<file path="src/rtl/instr_fetch_pkg.sv">
// Shared constants and helpers for the instruction fetch stage.
package instr_fetch_pkg;

    // Instructions delivered by instr_mem per access.
    localparam int unsigned FETCH_WIDTH = 2;

    // NOOP encoding (sll r0, r0, 0); driven on empty decode slots.
    localparam logic [31:0] NOOP = 32'h0000_0000;

    // Limit a decode consume request to the number of slots actually shown.
    function automatic logic [1:0] clamp_take(input logic [1:0] take,
                                              input logic       v0,
                                              input logic       v1);
        logic [1:0] avail;
        avail = v1 ? 2'd2 : (v0 ? 2'd1 : 2'd0);
        return (take > avail) ? avail : take;
    endfunction

endpackage

</file>
<file path="src/rtl/instr_fetch_if.sv">
// Fetch-stage bus: redirect/halt control, instr_mem side and decode side.
interface instr_fetch_if #(
    parameter int unsigned AW = 30
) ();
    logic          redir_valid;
    logic [AW-1:0] redir_pc;
    logic          halt;
    logic [AW-1:0] addr_out;
    logic [31:0]   instr0_in;
    logic [31:0]   instr1_in;
    logic          dec_valid0;
    logic [31:0]   dec_instr0;
    logic [AW-1:0] dec_pc0;
    logic          dec_valid1;
    logic [31:0]   dec_instr1;
    logic [AW-1:0] dec_pc1;
    logic [1:0]    dec_take;

    // Fetch stage side.
    modport master (
        input  redir_valid, redir_pc, halt, instr0_in, instr1_in, dec_take,
        output addr_out, dec_valid0, dec_instr0, dec_pc0, dec_valid1, dec_instr1, dec_pc1
    );

    // Environment side (memory, decode, branch unit).
    modport slave (
        output redir_valid, redir_pc, halt, instr0_in, instr1_in, dec_take,
        input  addr_out, dec_valid0, dec_instr0, dec_pc0, dec_valid1, dec_instr1, dec_pc1
    );
endinterface

</file>
<file path="src/rtl/instr_fetch_queue.sv">
// Circular buffer of {pc, instr}: two writes per fill, 0-2 reads, flush.
module instr_fetch_queue
    import instr_fetch_pkg::*;
#(
    parameter int unsigned DEPTH = 8,
    parameter int unsigned AW    = 30
) (
    input  logic                       clk_i,
    input  logic                       rst_ni,
    input  logic                       flush_i,
    input  logic                       wr_en_i,
    input  logic [AW-1:0]              wr_pc_i,
    input  logic [31:0]                wr_instr0_i,
    input  logic [31:0]                wr_instr1_i,
    input  logic [1:0]                 take_i,
    output logic [$clog2(DEPTH):0]     count_o,
    output logic                       rd_valid0_o,
    output logic [31:0]                rd_instr0_o,
    output logic [AW-1:0]              rd_pc0_o,
    output logic                       rd_valid1_o,
    output logic [31:0]                rd_instr1_o,
    output logic [AW-1:0]              rd_pc1_o
);
    localparam int unsigned PW = $clog2(DEPTH);
    localparam int unsigned CW = PW + 1;

    logic [AW-1:0] pc_mem_q    [DEPTH];
    logic [31:0]   instr_mem_q [DEPTH];
    logic [PW-1:0] head_q, head_d, tail_q, tail_d, head_p1, tail_p1;
    logic [CW-1:0] count_q, count_d;
    logic [1:0]    take_eff;
    logic          valid0, valid1;

    assign valid0   = (count_q != '0);
    assign valid1   = (count_q > CW'(1));
    assign head_p1  = head_q + PW'(1);
    assign tail_p1  = tail_q + PW'(1);
    assign take_eff = clamp_take(take_i, valid0, valid1);
    assign count_o  = count_q;

    // Decode view straight from storage; empty slots show NOOP at pc 0.
    always_comb begin
        rd_valid0_o = valid0;
        rd_valid1_o = valid1;
        rd_instr0_o = valid0 ? instr_mem_q[head_q]  : NOOP;
        rd_pc0_o    = valid0 ? pc_mem_q[head_q]     : '0;
        rd_instr1_o = valid1 ? instr_mem_q[head_p1] : NOOP;
        rd_pc1_o    = valid1 ? pc_mem_q[head_p1]    : '0;
    end

    // Pointer/count update; flush discards everything including a same-cycle fill.
    always_comb begin
        head_d  = head_q;
        tail_d  = tail_q;
        count_d = count_q;
        if (flush_i) begin
            head_d  = tail_q;
            count_d = '0;
        end else begin
            head_d  = head_q + PW'(take_eff);
            tail_d  = wr_en_i ? tail_q + PW'(FETCH_WIDTH) : tail_q;
            count_d = count_q + (wr_en_i ? CW'(FETCH_WIDTH) : CW'(0)) - CW'(take_eff);
        end
    end

    // Pointer and count registers.
    always_ff @(posedge clk_i or negedge rst_ni) begin
        if (!rst_ni) begin
            head_q  <= '0;
            tail_q  <= '0;
            count_q <= '0;
        end else begin
            head_q  <= head_d;
            tail_q  <= tail_d;
            count_q <= count_d;
        end
    end

    // Entry storage; contents beyond count are never shown, so no reset needed.
    always_ff @(posedge clk_i) begin
        if (wr_en_i && !flush_i) begin
            pc_mem_q[tail_q]     <= wr_pc_i;
            instr_mem_q[tail_q]  <= wr_instr0_i;
            pc_mem_q[tail_p1]    <= wr_pc_i + AW'(1);
            instr_mem_q[tail_p1] <= wr_instr1_i;
        end
    end

    // Decode must not consume more than it is shown (redirect cycles ignore take).
    a_take_legal: assert property (@(posedge clk_i) disable iff (!rst_ni)
        !flush_i |-> ((take_i == 2'd0) || (take_i == 2'd1 && valid0) ||
                      (take_i == 2'd2 && valid1)));

    // The issue rule upstream must leave room for every fill.
    a_no_overflow: assert property (@(posedge clk_i) disable iff (!rst_ni)
        (wr_en_i && !flush_i) |-> (32'(count_q) + FETCH_WIDTH <= DEPTH));

endmodule

</file>
<file path="src/rtl/instr_fetch.sv">
// Fetch stage: PC generation, one-deep in-flight tracking, redirect/halt handling.
module instr_fetch
    import instr_fetch_pkg::*;
#(
    parameter int unsigned    DEPTH    = 8,
    parameter int unsigned    AW       = 30,
    parameter logic [AW-1:0]  RESET_PC = '0
) (
    input  logic          clk_i,
    input  logic          rst_ni,
    instr_fetch_if.master bus_io
);
    localparam int unsigned CW = $clog2(DEPTH) + 1;

    logic [AW-1:0] pc_q, pc_d;
    logic [AW-1:0] fetch_pc_q, fetch_pc_d;
    logic          inflight_q, inflight_d;
    logic          issue;
    logic [CW-1:0] count;

    assign bus_io.addr_out = pc_q;

    // Conservative issue: reserve room for the in-flight pair and the new one.
    always_comb begin
        issue = !bus_io.halt && !bus_io.redir_valid &&
                ((32'(count) + (inflight_q ? 32'd2 : 32'd0) + 32'd2) <= DEPTH);
    end

    // Next PC and in-flight pipeline register; redirect wins over everything.
    always_comb begin
        pc_d       = pc_q;
        fetch_pc_d = fetch_pc_q;
        inflight_d = 1'b0;
        if (bus_io.redir_valid) begin
            pc_d = bus_io.redir_pc;
        end else if (issue) begin
            pc_d       = pc_q + AW'(FETCH_WIDTH);
            fetch_pc_d = pc_q;
            inflight_d = 1'b1;
        end
    end

    // PC and in-flight state registers.
    always_ff @(posedge clk_i or negedge rst_ni) begin
        if (!rst_ni) begin
            pc_q       <= RESET_PC;
            fetch_pc_q <= '0;
            inflight_q <= 1'b0;
        end else begin
            pc_q       <= pc_d;
            fetch_pc_q <= fetch_pc_d;
            inflight_q <= inflight_d;
        end
    end

    instr_fetch_queue #(
        .DEPTH (DEPTH),
        .AW    (AW)
    ) u_queue (
        .clk_i       (clk_i),
        .rst_ni      (rst_ni),
        .flush_i     (bus_io.redir_valid),
        .wr_en_i     (inflight_q),
        .wr_pc_i     (fetch_pc_q),
        .wr_instr0_i (bus_io.instr0_in),
        .wr_instr1_i (bus_io.instr1_in),
        .take_i      (bus_io.dec_take),
        .count_o     (count),
        .rd_valid0_o (bus_io.dec_valid0),
        .rd_instr0_o (bus_io.dec_instr0),
        .rd_pc0_o    (bus_io.dec_pc0),
        .rd_valid1_o (bus_io.dec_valid1),
        .rd_instr1_o (bus_io.dec_instr1),
        .rd_pc1_o    (bus_io.dec_pc1)
    );

endmodule

</file>
<file path="src/flat_wrapper.sv">
// flat-port wrapper written by rule: the top's interface ports become plain ports
module instr_fetch_flat import instr_fetch_pkg::*;
#(
    parameter int unsigned    DEPTH    = 8,
    parameter int unsigned    AW       = 30,
    parameter logic [AW-1:0]  RESET_PC = '0
)
  (clk_i, rst_ni, bus_io_redir_valid, bus_io_redir_pc, bus_io_halt, bus_io_instr0_in, bus_io_instr1_in, bus_io_dec_take, bus_io_addr_out, bus_io_dec_valid0, bus_io_dec_instr0, bus_io_dec_pc0, bus_io_dec_valid1, bus_io_dec_instr1, bus_io_dec_pc1);
  instr_fetch_if #(.AW(AW)) bus_io_i ();
  input  logic clk_i;
  input  logic rst_ni;
  input wire logic [$bits(bus_io_i.redir_valid)-1:0] bus_io_redir_valid;
  input wire logic [$bits(bus_io_i.redir_pc)-1:0] bus_io_redir_pc;
  input wire logic [$bits(bus_io_i.halt)-1:0] bus_io_halt;
  input wire logic [$bits(bus_io_i.instr0_in)-1:0] bus_io_instr0_in;
  input wire logic [$bits(bus_io_i.instr1_in)-1:0] bus_io_instr1_in;
  input wire logic [$bits(bus_io_i.dec_take)-1:0] bus_io_dec_take;
  output wire logic [$bits(bus_io_i.addr_out)-1:0] bus_io_addr_out;
  output wire logic [$bits(bus_io_i.dec_valid0)-1:0] bus_io_dec_valid0;
  output wire logic [$bits(bus_io_i.dec_instr0)-1:0] bus_io_dec_instr0;
  output wire logic [$bits(bus_io_i.dec_pc0)-1:0] bus_io_dec_pc0;
  output wire logic [$bits(bus_io_i.dec_valid1)-1:0] bus_io_dec_valid1;
  output wire logic [$bits(bus_io_i.dec_instr1)-1:0] bus_io_dec_instr1;
  output wire logic [$bits(bus_io_i.dec_pc1)-1:0] bus_io_dec_pc1;
  assign bus_io_i.redir_valid = bus_io_redir_valid;
  assign bus_io_i.redir_pc = bus_io_redir_pc;
  assign bus_io_i.halt = bus_io_halt;
  assign bus_io_i.instr0_in = bus_io_instr0_in;
  assign bus_io_i.instr1_in = bus_io_instr1_in;
  assign bus_io_i.dec_take = bus_io_dec_take;
  assign bus_io_addr_out = bus_io_i.addr_out;
  assign bus_io_dec_valid0 = bus_io_i.dec_valid0;
  assign bus_io_dec_instr0 = bus_io_i.dec_instr0;
  assign bus_io_dec_pc0 = bus_io_i.dec_pc0;
  assign bus_io_dec_valid1 = bus_io_i.dec_valid1;
  assign bus_io_dec_instr1 = bus_io_i.dec_instr1;
  assign bus_io_dec_pc1 = bus_io_i.dec_pc1;
  instr_fetch #(.DEPTH(DEPTH), .AW(AW), .RESET_PC(RESET_PC)) u_core (.clk_i(clk_i), .rst_ni(rst_ni), .bus_io(bus_io_i));
endmodule
</file>
<file path="config.mk">
export PLATFORM = sky130hd
export DESIGN_NAME = instr_fetch_flat
export DESIGN_NICKNAME = d
export VERILOG_FILES = /design/src/rtl/instr_fetch_pkg.sv /design/src/rtl/instr_fetch_if.sv /design/src/rtl/instr_fetch_queue.sv /design/src/rtl/instr_fetch.sv /design/src/flat_wrapper.sv
export SDC_FILE = /design/constraint.sdc
export NUM_CORES = 1
export LEC_CHECK = 0
export ABC_AREA = 1
export CAP_MARGIN = 20
export CORE_UTILIZATION = 55
export CTS_CLUSTER_SIZE = 24
export DETAILED_ROUTE_END_ITERATION = 16
export GPL_TIMING_DRIVEN = 0
export HOLD_SLACK_MARGIN = 0.06
export PLACE_DENSITY_LB_ADDON = 0.1
export SKIP_CTS_REPAIR_TIMING = 1
export SLEW_MARGIN = 25
export SYNTH_ARGS = -nofsm -noshare
export SYNTH_HDL_FRONTEND = slang
export SYNTH_SLANG_ARGS = --single-unit
</file>
<file path="constraint.sdc">
create_clock -name clk_i -period 16.9 [get_ports clk_i]
set_clock_uncertainty 0.15 [all_clocks]
set_input_delay 4.225 -clock clk_i [delete_from_list [all_inputs] [get_ports clk_i]]
set_output_delay 4.225 -clock clk_i [all_outputs]
set_load 0.005 [all_outputs]
</file>
==> flow_metrics.py <==
metrics = {
    "cells_and_area": {
        "final_common_cell": "nand2_1",
        "fill_cells": 4107,
        "area_growth_syn_to_layout_pct": 20.37,
        "drive_gt1_frac": 0.08541,
        "layout.cells.most_common_list": "nand2_1 (529), edfxtp_1 (496), a21oi_1 (432)",
        "finalNetCount": 3642,
        "utilization": 0.6722,
    },
    "worst_setup_path": {
        "max_stage_delay_ps": 680,
        "cp_cell_sequence": "ha_1 > clkbuf_1 > clkbuf_1 > o211ai_1 > nand2_1 > a21oi_1 > nor3_2 > clkdlybuf4s50_1",
        "end_kind": "output port",
        "cpMaxStageDelayCell": "clkbuf_1",
        "required_ps": 12530,
        "critPathMaxFanout": 10,
        "crit_top_cell": "clkbuf_1",
        "critPathBufInv": 3,
        "cp-start-kind": "flip-flop",
        "arrival_ps": 4020,
        "cp_top_family": "buffers and inverters",
        "path_class": "flip-flop to output port",
    },
    "grt": {
        "grt_max_degree": 38,
        "overflow": 0,
        "grtUsageMet1": 0.4846,
        "grt_util_met3": 0.08887,
        "gr-usage-met2": 0.6127,
        "grt.total_usage": 0.3844,
        "grt_pass1_wl_mm": 155.2,
        "grt.busiest_layer": "met2",
        "antenna_found_initial": 1,
        "grt_pass1_vias": 26484,
    },
    "synth": {
        "syn_area_per_cell_um2": 9.249,
        "syn_inst": 3179,
        "yosysSeqAreaShare": 0.5661,
        "syn-num-nets": 3300,
        "syn_area_um2": 29400,
        "yosysWarnings": 0,
        "ys_types": 36,
        "synth-seq-cells": 566,
    },
    "clock_network": {
        "clkTransAtPathRegs_ps": 60,
        "cts-buffers-inserted": 60,
        "cts_buffer_depth": 3,
        "insertion_delay_ps": 620,
        "h-tree-depth": 2,
        "cts_tree": "done",
        "clock-sinks": 566,
        "cts_root_buf": "clkbuf_16",
    },
    "power_and_ir_drop": {
        "total_leakage_power_nw": 13.37,
        "vdd_drop_max_mv": 0.1249,
        "powerDensity_nw_per_um2": 197.2,
    },
    "sta": {
        "rsz0062_at_grt": "false",
        "max-slew-margin-rel": 0.2461,
        "fin_crit_ps": 8391,
        "hold_viol_final": 0,
        "max_clock_freq_mhz": 119.2,
        "final-setup-viol-count": 0,
        "slew_viol_final": 0,
        "tightestPinTransition_ps": 1131,
        "post-route-period-util": 0.4965,
        "setup_tns_ps": 0,
    },
    "place": {
        "portBuffers": 254,
        "gp_congestion": 0.9607,
        "dp_hpwl_mm": 71.33,
    },
    "job": {
        "drv_cap": 0,
    },
    "route": {
        "drtIter0Drc": 3556,
        "wirelength_mm": 105.5,
        "wl_per_cell_um": 24.78,
        "ant_nets": 0,
        "viasPerCell": 6.301,
        "vias": 26841,
        "drc": 0,
        "first_pass_iters": 6,
    },
    "die": {
        "start_util": 0.5584,
        "core_um2": 52660,
        "ios": 256,
        "die_h_um": 233.2,
        "dieArea_um2": 54390,
        "num_rows": 84,
        "die_w_um": 233.2,
    },
    "run_status": {
        "status": "finished, final reports clean",
    },
    "min_path": {
        "hold_path_class": "flip-flop to flip-flop",
    },
}
metal layers:
metal	vias up	part of all wire	wire length, um
met5	-	0	0
met4	0	0.051	5409
met3	413	0.13	13730
met2	2201	0.47	49130
met1	12563	0.35	37280
li1	11664	-	-
worst min-delay path: cells and delay by family (launching register included):
kind	cells	cell delay, ps
simple gates	1	70
compound gates	1	70
flops	1	390
area by class of cell:
type | count | area, um^2 | share of cell area
Clock buffer | 71 | 1584 | 0.04476
Multi-Input combinational cell | 2118 | 10560 | 0.2984
Antenna cell | 1 | 2.502 | 0.00007070
Inverter | 271 | 1017 | 0.02874
Timing Repair Buffer | 280 | 3188 | 0.09008
Tap cell | 688 | 860.8 | 0.02432
Buffer | 224 | 1207 | 0.03411
Sequential cell | 566 | 16650 | 0.4703
Clock inverter | 41 | 324.1 | 0.009156
cell usage after synthesis, drive strengths merged:
master	instances	share of area
and3	1	0.00021
a21oi	432	0.074
o211a	2	0.00068
o22ai	2	0.00043
nor3	72	0.023
fa	3	0.0020
nand3	218	0.037
nor3b	2	0.00051
nand3b	4	0.0010
o21bai	1	0.00026
nor2	260	0.034
nand4	5	0.0011
xor2	24	0.0078
and2	3	0.00064
buf	143	0.031
inv	271	0.035
ha	18	0.0077
nand2	529	0.068
dfrtp	70	0.060
nor4	1	0.00043
o211ai	64	0.016
o21ai	408	0.069
or2	61	0.013
clkbuf	81	0.010
edfxtp	496	0.51
xnor2	8	0.0024
state kept, by name, indices dropped and copies added (netlist names):
signal and count:
u_core.bus_io.addr_out 30, u_core.fetch_pc_q 30, u_core.inflight_q 1, u_core.u_queue.count_o 4, u_core.u_queue.head_q 3, u_core.u_queue.instr_mem_q 256
u_core.u_queue.pc_mem_q 240, u_core.u_queue.tail_q 2
cells by family (layout without fill, tap and decap cells):
kind of cell	after synthesis	in the layout	synth area share
XOR/XNOR	32	32	0.01017
flip-flops	566	566	0.5661
AO/OA/AOI/OAI	909	909	0.1607
AND/OR/NAND/NOR	1156	1156	0.1777
adder cells (fa/ha/maj)	21	21	0.009702
buffers and inverters	495	887	0.07566
other	0	1	0
power by group:
part,internal [mW],switching [mW]
clock network,0.741,0.563
logic,1.38,2.40
registers,1.73,0.160
total,3.86,3.12
stage by stage:
step / worst slack (ps) / cell area, um^2 / hold WS (ps) / total power, mW / instances
finish: 8509 / 35390 / 424.2 / 6.981 / 4260
global route: 8527 / 35390 / 453.2 / 7.255 / 4260
CTS: 8636 / 35390 / 412.4 / 6.844 / 4259
detailed placement: 9357 / 33480 / 398.8 / 5.554 / 4147
global placement: 2402 / 32810 / 377.1 / 5.464 / 4121
floorplan: 6369 / 29400 / 321.0 / 3.794 / 3179
final timing paths:
check	startpoint	endpoint	slack, ps	cells past startpoint
setup / recovery	u_core.u_queue.head_q[0]	bus_io_dec_pc1[20]	8510	8
hold reg to reg	u_core.u_queue.tail_q[2]	u_core.u_queue.head_q[2]	420	2
setup reg to reg	u_core.u_queue.count_o[2]	u_core.u_queue.count_o[2]	12990	16
hold / removal	u_core.u_queue.tail_q[2]	u_core.u_queue.head_q[2]	420	2
min in group asynchronous	rst_ni	u_core.u_queue.count_o[3]	3400	1
max in group asynchronous	rst_ni	u_core.fetch_pc_q[3]	12640	2
No activity file was read; power rests on OpenSTA's default activity.
